## config.mk

```make
export PLATFORM = sky130hd
export DESIGN_NAME = id_ex_pipe_reg
export DESIGN_NICKNAME = d
export VERILOG_FILES = /design/src/rtl/pipe_pkg.sv /design/src/rtl/pipe_entry.sv /design/src/rtl/id_ex_pipe_reg.sv
export SDC_FILE = /design/constraint.sdc
export NUM_CORES = 1
export LEC_CHECK = 0
export ABC_AREA = 1
export CAP_MARGIN = 25
export CELL_PAD_IN_SITES_DETAIL_PLACEMENT = 0
export CELL_PAD_IN_SITES_GLOBAL_PLACEMENT = 1
export CORE_MARGIN = 3
export CORE_UTILIZATION = 35
export DETAILED_ROUTE_END_ITERATION = 7
export PLACE_DENSITY = 0.88
export SETUP_SLACK_MARGIN = 0.15
export SLEW_MARGIN = 15
export SYNTH_ARGS = -nofsm -noshare
export SYNTH_HDL_FRONTEND = slang
export SYNTH_SLANG_ARGS = --single-unit
```

## constraint.sdc

```tcl
create_clock -name clk_i -period 5.22 [get_ports clk_i]
set_input_delay 0.783 -clock clk_i [delete_from_list [all_inputs] [get_ports clk_i]]
set_output_delay 0.783 -clock clk_i [all_outputs]
set_load 0.01 [all_outputs]
```

## src/rtl/pipe_pkg.sv

```systemverilog
// Shared ID/EX control-word layout and
// occupancy-state encodings.
package pipe_pkg;

  localparam int WB_HI        = 7;
  localparam int WB_LO        = 6;
  localparam int MEM_HI       = 5;
  localparam int MEM_LO       = 4;
  localparam int EX_HI        = 3;
  localparam int EX_LO        = 0;
  localparam int EX_ALU_SRC   = 3;
  localparam int EX_ALU_OP_HI = 2;
  localparam int EX_ALU_OP_LO = 1;
  localparam int EX_REG_DST   = 0;

  typedef enum logic [1:0] {
    ST_EMPTY = 2'd0,
    ST_ONE   = 2'd1,
    ST_TWO   = 2'd2
  } state_e;

endpackage

```

## src/rtl/pipe_entry.sv

```systemverilog
// One pipeline storage slot: packed control+data
// with load enable and synchronous clear.
module pipe_entry #(
  parameter int W = 8
) (
  input  logic         clk_i,
  input  logic         clr_i,
  input  logic         ld_i,
  input  logic [W-1:0] d_i,
  output logic [W-1:0] q_o
);

  logic [W-1:0] r_q;

  // hold the slot, clearing or loading on demand
  always_ff @(posedge clk_i) begin
    if (clr_i)
      r_q <= '0;
    else if (ld_i)
      r_q <= d_i;
  end

  assign q_o = r_q;

endmodule

```

## src/rtl/id_ex_pipe_reg.sv

```systemverilog
// ID/EX stage register: valid/ready handshake,
// optional skid slot, flush and NOP bubbles.
module id_ex_pipe_reg
  import pipe_pkg::*;
#(
  parameter int DATA_W     = 32,
  parameter int REG_ADDR_W = 5,
  parameter int CTRL_W     = 8,
  parameter int SKID_EN    = 1
) (
  input  logic                  clk_i,
  input  logic                  rst_i,
  input  logic                  flush_i,
  input  logic                  in_valid_i,
  output logic                  in_ready_o,
  input  logic [CTRL_W-1:0]     ctrl_i,
  input  logic [DATA_W-1:0]     data1_i,
  input  logic [DATA_W-1:0]     data2_i,
  input  logic [DATA_W-1:0]     immd_i,
  input  logic [REG_ADDR_W-1:0] rs_i,
  input  logic [REG_ADDR_W-1:0] rt_i,
  input  logic [REG_ADDR_W-1:0] rd_i,
  output logic                  out_valid_o,
  input  logic                  out_ready_i,
  output logic [CTRL_W-1:0]     ctrl_o,
  output logic [DATA_W-1:0]     data1_o,
  output logic [DATA_W-1:0]     data2_o,
  output logic [DATA_W-1:0]     immd_o,
  output logic [REG_ADDR_W-1:0] rs_o,
  output logic [REG_ADDR_W-1:0] rt_o,
  output logic [REG_ADDR_W-1:0] rd_o,
  output logic [1:0]            count_o
);

  localparam int PW =
    CTRL_W + 3*DATA_W + 3*REG_ADDR_W;

  state_e          r_state;
  state_e          w_state_nxt;
  logic            w_out_valid;
  logic            w_in_ready;
  logic            w_accept;
  logic            w_pop;
  logic            w_ld_main;
  logic            w_ld_skid;
  logic            w_sel_skid;
  logic [PW-1:0]   w_in_pack;
  logic [PW-1:0]   w_main_d;
  logic [PW-1:0]   w_main_q;
  logic [PW-1:0]   w_skid_q;
  logic [CTRL_W-1:0] w_ctrl_q;

  assign w_out_valid = (r_state != ST_EMPTY);

  generate
    if (SKID_EN != 0) begin : g_rdy_reg
      assign w_in_ready = (r_state != ST_TWO);
    end else begin : g_rdy_pass
      assign w_in_ready = !w_out_valid | out_ready_i;
    end
  endgenerate

  assign w_accept = in_valid_i & w_in_ready;
  assign w_pop    = w_out_valid & out_ready_i;

  assign w_in_pack = {ctrl_i, data1_i, data2_i,
                      immd_i, rs_i, rt_i, rd_i};

  // occupancy state register
  always_ff @(posedge clk_i) begin
    if (rst_i)
      r_state <= ST_EMPTY;
    else
      r_state <= w_state_nxt;
  end

  // next occupancy; flush drops everything
  always_comb begin
    w_state_nxt = r_state;
    if (flush_i) begin
      w_state_nxt = ST_EMPTY;
    end else begin
      case (r_state)
        ST_EMPTY:
          if (w_accept) w_state_nxt = ST_ONE;
        ST_ONE:
          if (w_accept && !w_pop)
            w_state_nxt = (SKID_EN != 0) ? ST_TWO
                                         : ST_ONE;
          else if (!w_accept && w_pop)
            w_state_nxt = ST_EMPTY;
        ST_TWO:
          if (w_pop) w_state_nxt = ST_ONE;
        default:
          w_state_nxt = ST_EMPTY;
      endcase
    end
  end

  // slot load controls for the current move
  always_comb begin
    w_ld_main  = 1'b0;
    w_ld_skid  = 1'b0;
    w_sel_skid = 1'b0;
    if (!flush_i) begin
      case (r_state)
        ST_EMPTY: w_ld_main = w_accept;
        ST_ONE: begin
          w_ld_main = w_accept & w_pop;
          w_ld_skid = w_accept & ~w_pop;
        end
        ST_TWO: begin
          w_ld_main  = w_pop;
          w_sel_skid = 1'b1;
        end
        default: w_ld_main = 1'b0;
      endcase
    end
  end

  assign w_main_d = w_sel_skid ? w_skid_q
                               : w_in_pack;

  pipe_entry #(.W(PW)) u_main (
    .clk_i (clk_i),
    .clr_i (rst_i),
    .ld_i  (w_ld_main),
    .d_i   (w_main_d),
    .q_o   (w_main_q)
  );

  generate
    if (SKID_EN != 0) begin : g_skid
      pipe_entry #(.W(PW)) u_skid (
        .clk_i (clk_i),
        .clr_i (rst_i),
        .ld_i  (w_ld_skid),
        .d_i   (w_in_pack),
        .q_o   (w_skid_q)
      );
    end else begin : g_noskid
      assign w_skid_q = '0;
    end
  endgenerate

  assign {w_ctrl_q, data1_o, data2_o, immd_o,
          rs_o, rt_o, rd_o} = w_main_q;

  assign ctrl_o      = w_out_valid ? w_ctrl_q : '0;
  assign out_valid_o = w_out_valid;
  assign in_ready_o  = w_in_ready;
  assign count_o     = r_state;

endmodule

```

# After elaboration in Yosys (flattened, before gate mapping)
# Cells that the tools add are included.
[totals] inputBits=124 output_inout_bits=123 reg_bits=240 word_cells=35
[op_classes] eq_ne=6 muxes=13 n_bitwise=5 reduce_logical=8
[op_table] cell="two-way mux 119 bit" count=1
[op_table] cell="two-way mux 2 bit" count=4
[op_table] cell="two-way mux 8 bit" count=1
[op_table] cell="!= test 2 bit, second input constant" count=3
[op_table] cell="case mux 2 bit (3 select lines)" count=1
[op_table] cell="two-way mux 1 bit" count=5
[op_table] cell="bitwise AND 1 bit" count=4
[op_table] cell="!= test 3 bit, second input constant" count=1
[op_table] cell="case mux 1 bit (3 select lines)" count=1
[op_table] cell="AND reduction 3 bit" count=1
[op_table] cell="equality test 2 x 1 -> 1 bit, second input constant" count=1
[op_table] cell="equality test 2 bit, second input constant" count=1
[op_table] cell="logical AND 1 bit" count=2
[op_table] cell="logical NOT 1 bit" count=2
[op_table] cell="logical NOT 2 bit" count=1
[op_table] cell="nonzero test 2 bit" count=1
[op_table] cell="OR reduction 2 bit" count=1
[op_table] cell="NOT 1 bit" count=1

# Depth between registers and ports, before layout
[logic_depth] depth_word=7 ltp_mapped=13 depth_no_buf=10

# By module
# Synthesis repeated with hierarchy kept, for this count alone.
[unflattened] hier_cells=1959 hier_area_um2=11613.6
[by_module_without_submodules] module="pipe_entry" area_per_inst_um2=4819.6 cells_per_inst=754 n_inst=2 seq_area_each_um2=2382.3
[by_module_without_submodules] module="id_ex_pipe_reg" area_per_inst_um2=1974.4 cells_per_inst=451 n_inst=1 seq_area_each_um2=40.0

# Worst setup path after synthesis
# No wires, ideal clock.
[synth_timing] kind="input-to-reg" start="in out_ready_i" end="reg g_skid.u_skid.r_q[98] (netlist: g_skid.u_skid.q_o[98])" setup_slack_ns=3.243 setup_time_ns=0.070 n_path_buf=2 stages=9 arrival_ns=1.907 t_required_ns=5.150 cell_sequence="inv_1 > nor2_1 > inv_1 > ha_1 > nand3_1 > buf_2 > clkbuf_1 > o21ai_0 > a21oi_1"
[synth_between] elab_chain_len=5
[synth_rtl] item="start: declaration" line_no="id_ex_pipe_reg.sv:24" source="input logic out_ready_i,"
[synth_rtl] item="bitwise AND 1 bit" line_no="id_ex_pipe_reg.sv:64" source="assign w_pop = w_out_valid & out_ready_i;"
[synth_rtl] item="NOT 1 bit" line_no="id_ex_pipe_reg.sv:110" source="w_ld_skid = w_accept & ~w_pop;"
[synth_rtl] item="bitwise AND 1 bit" line_no="id_ex_pipe_reg.sv:110"
[synth_rtl] item="two-way mux 1 bit" line_no="id_ex_pipe_reg.sv:106" source="case (r_state)"
[synth_rtl] item="two-way mux 1 bit" line_no="id_ex_pipe_reg.sv:105" source="if (!flush_i) begin"
[synth_rtl] item="end signal: assignment" line_no="pipe_entry.sv:20" source="r_q <= d_i;"
[synth_rtl] item="end: declaration" line_no="pipe_entry.sv:13" source="logic [W-1:0] r_q;"
# Every way passes these cells.
# A chain may end at the register's enable or synchronous reset.

# Worst setup path after layout
[layout_timing] start="reg r_state[1] (netlist: count_o[1])" end="reg u_main.r_q[10] (netlist: u_main.q_o[10])"
[layout_between] elab_chain_len=5 word_cells_on_any_way=13 classes_between="eq/ne (3); mux (5); bitwise (3); reduce/logical (2)"
[layout_rtl] item="start: declaration" line_no="id_ex_pipe_reg.sv:38" source="state_e r_state;"
[layout_rtl] item="start signal: assignment" line_no="id_ex_pipe_reg.sv:74" source="r_state <= w_state_nxt;"
[layout_rtl] item="!= test 2 bit / nonzero test 2 bit (equally long branches)" line_no="id_ex_pipe_reg.sv:57, id_ex_pipe_reg.sv:53"
[layout_rtl] item="bitwise AND 1 bit, on equally long branches" line_no="id_ex_pipe_reg.sv:63, id_ex_pipe_reg.sv:64"
[layout_rtl] item="bitwise AND 1 bit" line_no="id_ex_pipe_reg.sv:109" source="w_ld_main = w_accept & w_pop;"
[layout_rtl] item="case mux 1 bit (3 select lines)" line_no="id_ex_pipe_reg.sv:106"
[layout_rtl] item="two-way mux 1 bit" line_no="id_ex_pipe_reg.sv:105"
[layout_rtl] item="end signal: assignment" line_no="pipe_entry.sv:20"
[layout_rtl] item="end: declaration" line_no="pipe_entry.sv:13"
# Parallel ways exist; a longest one is shown, timed or not.

==> flow_metrics.env <==
export IMPL_fp_dieW_um=188
export IMPL_rsz0062_at_grt="no"
export IMPL_setup_slack_ps=2040
export IMPL_dieArea_mm2=0.0353
export IMPL_io_buffers=246
export IMPL_path_depth=10
export IMPL_worst_slew_pin_slew_ps=948
export IMPL_irDropWorstVdd_mv=0.272
export IMPL_synth_edf_count=0
export IMPL_multi_input_area_mm2=0.00478
export IMPL_grtUsageTotal_pct=16.5
export IMPL_seq_area_mm2=0.00480
export IMPL_slew_violations=0
export IMPL_worstPathRequired_ps=5650
export IMPL_busiest_layer="met2"
export IMPL_cts_resized=0
export IMPL_grt_overflow_total=0
export IMPL_synth_area_per_cell_um2=6.46
export IMPL_endpoint_kind="register"
export IMPL_route_detailed_drc=0
export IMPL_slowest_stage="nor2_1"
export IMPL_fill_cells=3340
export IMPL_use_met3_pct=4.26
export IMPL_fin_setup_tns_ps=0
export IMPL_synth_seq_area_share_pct=41.5
export IMPL_syn_to_final_growth_pct=24.0
export IMPL_finalSetupViolCount=0
export IMPL_num_vias=10300
export IMPL_fmax_mhz=315
export IMPL_ant_nets=0
export IMPL_layout_commonest_cell="nand2_1"
export IMPL_status="finished, final reports clean"
export IMPL_cts_root_buffer="clkbuf_16"
export IMPL_clk_pin_slew_ps=60
export IMPL_yosys_register_bits=240
export IMPL_dpl_cell_area_mm2=0.0133
export IMPL_core_area_mm2=0.0320
export IMPL_whs_path_depth=2
export IMPL_cts_hold_buf=0
export IMPL_syn_nets=1916
export IMPL_totalWireLength_um=29700
export IMPL_antenna_found_initial=2
export IMPL_cts_sinks=240
export IMPL_row_count=65
export IMPL_synthArstFlopShare_pct=0
export IMPL_pre_cts_ws_ps=1640
export IMPL_pwr_share_clk_pct=42.7
export IMPL_grt_max_degree=146
export IMPL_seqPwrFrac_pct=43.7
export IMPL_cts_tree="built"
export IMPL_r2r_cells=10
export IMPL_dp_hpwl_um=17800
export IMPL_start_kind="register"
export IMPL_synth_top_area_share_pct=41.5
export IMPL_gp_congestion=0.782
export IMPL_comb_power_share_pct=13.7
export IMPL_min_path_type="register to register"
export IMPL_wl_per_cell_um=12.8
export IMPL_cpMostUsedCell="nor2_1"
export IMPL_critical_path_max_stage_delay_ps=750
export IMPL_fin_nets=1982
export IMPL_power_density_mw_per_mm2=315
export IMPL_grt_pass1_wl_um=49400
export IMPL_avgViaCountPerCell=4.44
export IMPL_hold_viol_final=0
export IMPL_grt_pass1_vias=9710
export IMPL_synth_cells=1790
export IMPL_cts_buffers=28
export IMPL_cp_top_family="simple AND/OR/NAND/NOR gates"
export IMPL_h_tree_depth=1
export IMPL_crit_chain="nor2_1 > nor2_1 > ha_1 > nand3_1 > nand3_1 > nand2_4 > buf_4 > nand2_1 > nand2_1 > nor2_1"
export IMPL_final_cell_mix="nand2_1, nor2_1, clkdlybuf4s50_1"
export IMPL_netlist_area_mm2=0.0116
export IMPL_fin_area_mm2=0.0143
export IMPL_synth_top_area_cell="dfxtp_1"
export IMPL_skew_ps=15.6
export IMPL_period_share_pct=60.9
export IMPL_p_leak_nw=6.52
export IMPL_met2_usage_pct=28.5
export IMPL_cts_setup_buffers=0
export IMPL_drt_iter0_markers=575
export IMPL_first_pass_iters=5
export IMPL_clk_latency_ps=540
export IMPL_criticalPathCategory="register to register"
export IMPL_grt_util_met1_pct=20.5
export IMPL_crit_buf_inv=1
export IMPL_swShare_pct=24.8
export IMPL_layout_min_cycle_time_ps=3180
export IMPL_synth_main_ff_cell="dfxtp_1"
export IMPL_p_switching_mw=1.12
export IMPL_synth_area_leaders="dfxtp_1, nand2_1, nor2_1"
export IMPL_crit_arrival_ps=3610
export IMPL_hold_slack_ps=453
export IMPL_io_pins=247
export IMPL_total_power_mw=4.52
export IMPL_drive_gt1_share_pct=3.74
export IMPL_cp_max_fo=72
export IMPL_cap_violations=0
export IMPL_initial_core_util_pct=36.1
export IMPL_relSlewSlack_pct=36.6
export IMPL_synth_warnings=0
export IMPL_clk_path_buf_depth=3
export IMPL_synth_cell_types=20
export IMPL_die_h_um=188
export IMPL_p_int_mw=3.40
==> sequential cells by signal (all words and copies together) (netlist names) <==
register / count
u_main.q_o: 119
count_o: 2
g_skid.u_skid.q_o: 119
==> tightest hold or removal path, delay by kind of cell, from the launching register on <==
kind	cells	cell delay, ps
DFF	1	290
AOI/OAI and AO/OA	1	50
buffers and inverters	1	60
==> metrics by stage <==
step | instances | util (%)
floorplan | 1790 | -
global placement | 2257 | 41.6
detailed placement | 2257 | 41.6
CTS | 2305 | 44.4
global route | 2310 | 44.8
finish | 2310 | 44.8
==> cell families (layout without fill, tap and decap cells) <==
| group | count (synthesis) | after routing | share of synthesized area (%) |
|---|---|---|---|
| and+or+nand+nor | 990 | 990 | 33.3 |
| DFF | 240 | 240 | 41.5 |
| other | 0 | 1 | 0 |
| AOI/OAI and AO/OA | 175 | 175 | 7.58 |
| buffers and inverters | 383 | 467 | 17.4 |
| adders and majority gates | 2 | 2 | 0.216 |
==> power groups by stage <==
stage          Combinational [mW]  Clock (mW)  Sequential (mW)
5_1_grt                     0.701        2.07             1.98
6_report                    0.618        1.93             1.97
4_1_cts                     0.622        2.00             1.97
3_3_place_gp                0.612           0             2.01
3_5_place_dp                0.617           0             2.01
2_1_floorplan               0.414           0             2.00
==> final cells by class <==
type                    instances  area share, %
flip-flops and latches        240           33.5
multi-input cells            1167           33.3
repair buffers                262           18.8
clock buffers                  41           5.93
inverters                     157           4.16
well taps                     435           3.80
clock inverters                 7          0.471
diodes                          1         0.0175
==> synth_stat cells (2+ instances only) <==
cell,n
nand3_1,96
o21ai_0,119
buf_6,10
buf_4,116
clkbuf_1,50
buf_2,47
ha_1,2
dfxtp_1,240
nand2_1,455
inv_2,3
inv_1,154
buf_1,3
a21oi_1,28
nor2_1,435
o21ai_1,27
==> per-layer routing <==
metal / vias to the layer above / share of wire, %
met3: 41 / 6.6
met5: - / 0.044
met4: 2 / 2.2
li1: 5430 / -
met2: 237 / 46
met1: 4543 / 45
==> final timing paths <==
| path | startpoint | end | slack, ps |
|---|---|---|---|
| max | count_o[1]$_SDFFE_PP0P_ | u_main.q_o[10]$_SDFFE_PP0P_ | 2040 |
| min | g_skid.u_skid.q_o[98]$_SDFFE_PP0P_ | g_skid.u_skid.q_o[98]$_SDFFE_PP0P_ | 450 |
| max reg2reg | count_o[1]$_SDFFE_PP0P_ | u_main.q_o[10]$_SDFFE_PP0P_ | 2040 |
| min reg2reg | g_skid.u_skid.q_o[98]$_SDFFE_PP0P_ | g_skid.u_skid.q_o[98]$_SDFFE_PP0P_ | 450 |
(Power assumes the default switching activity.)
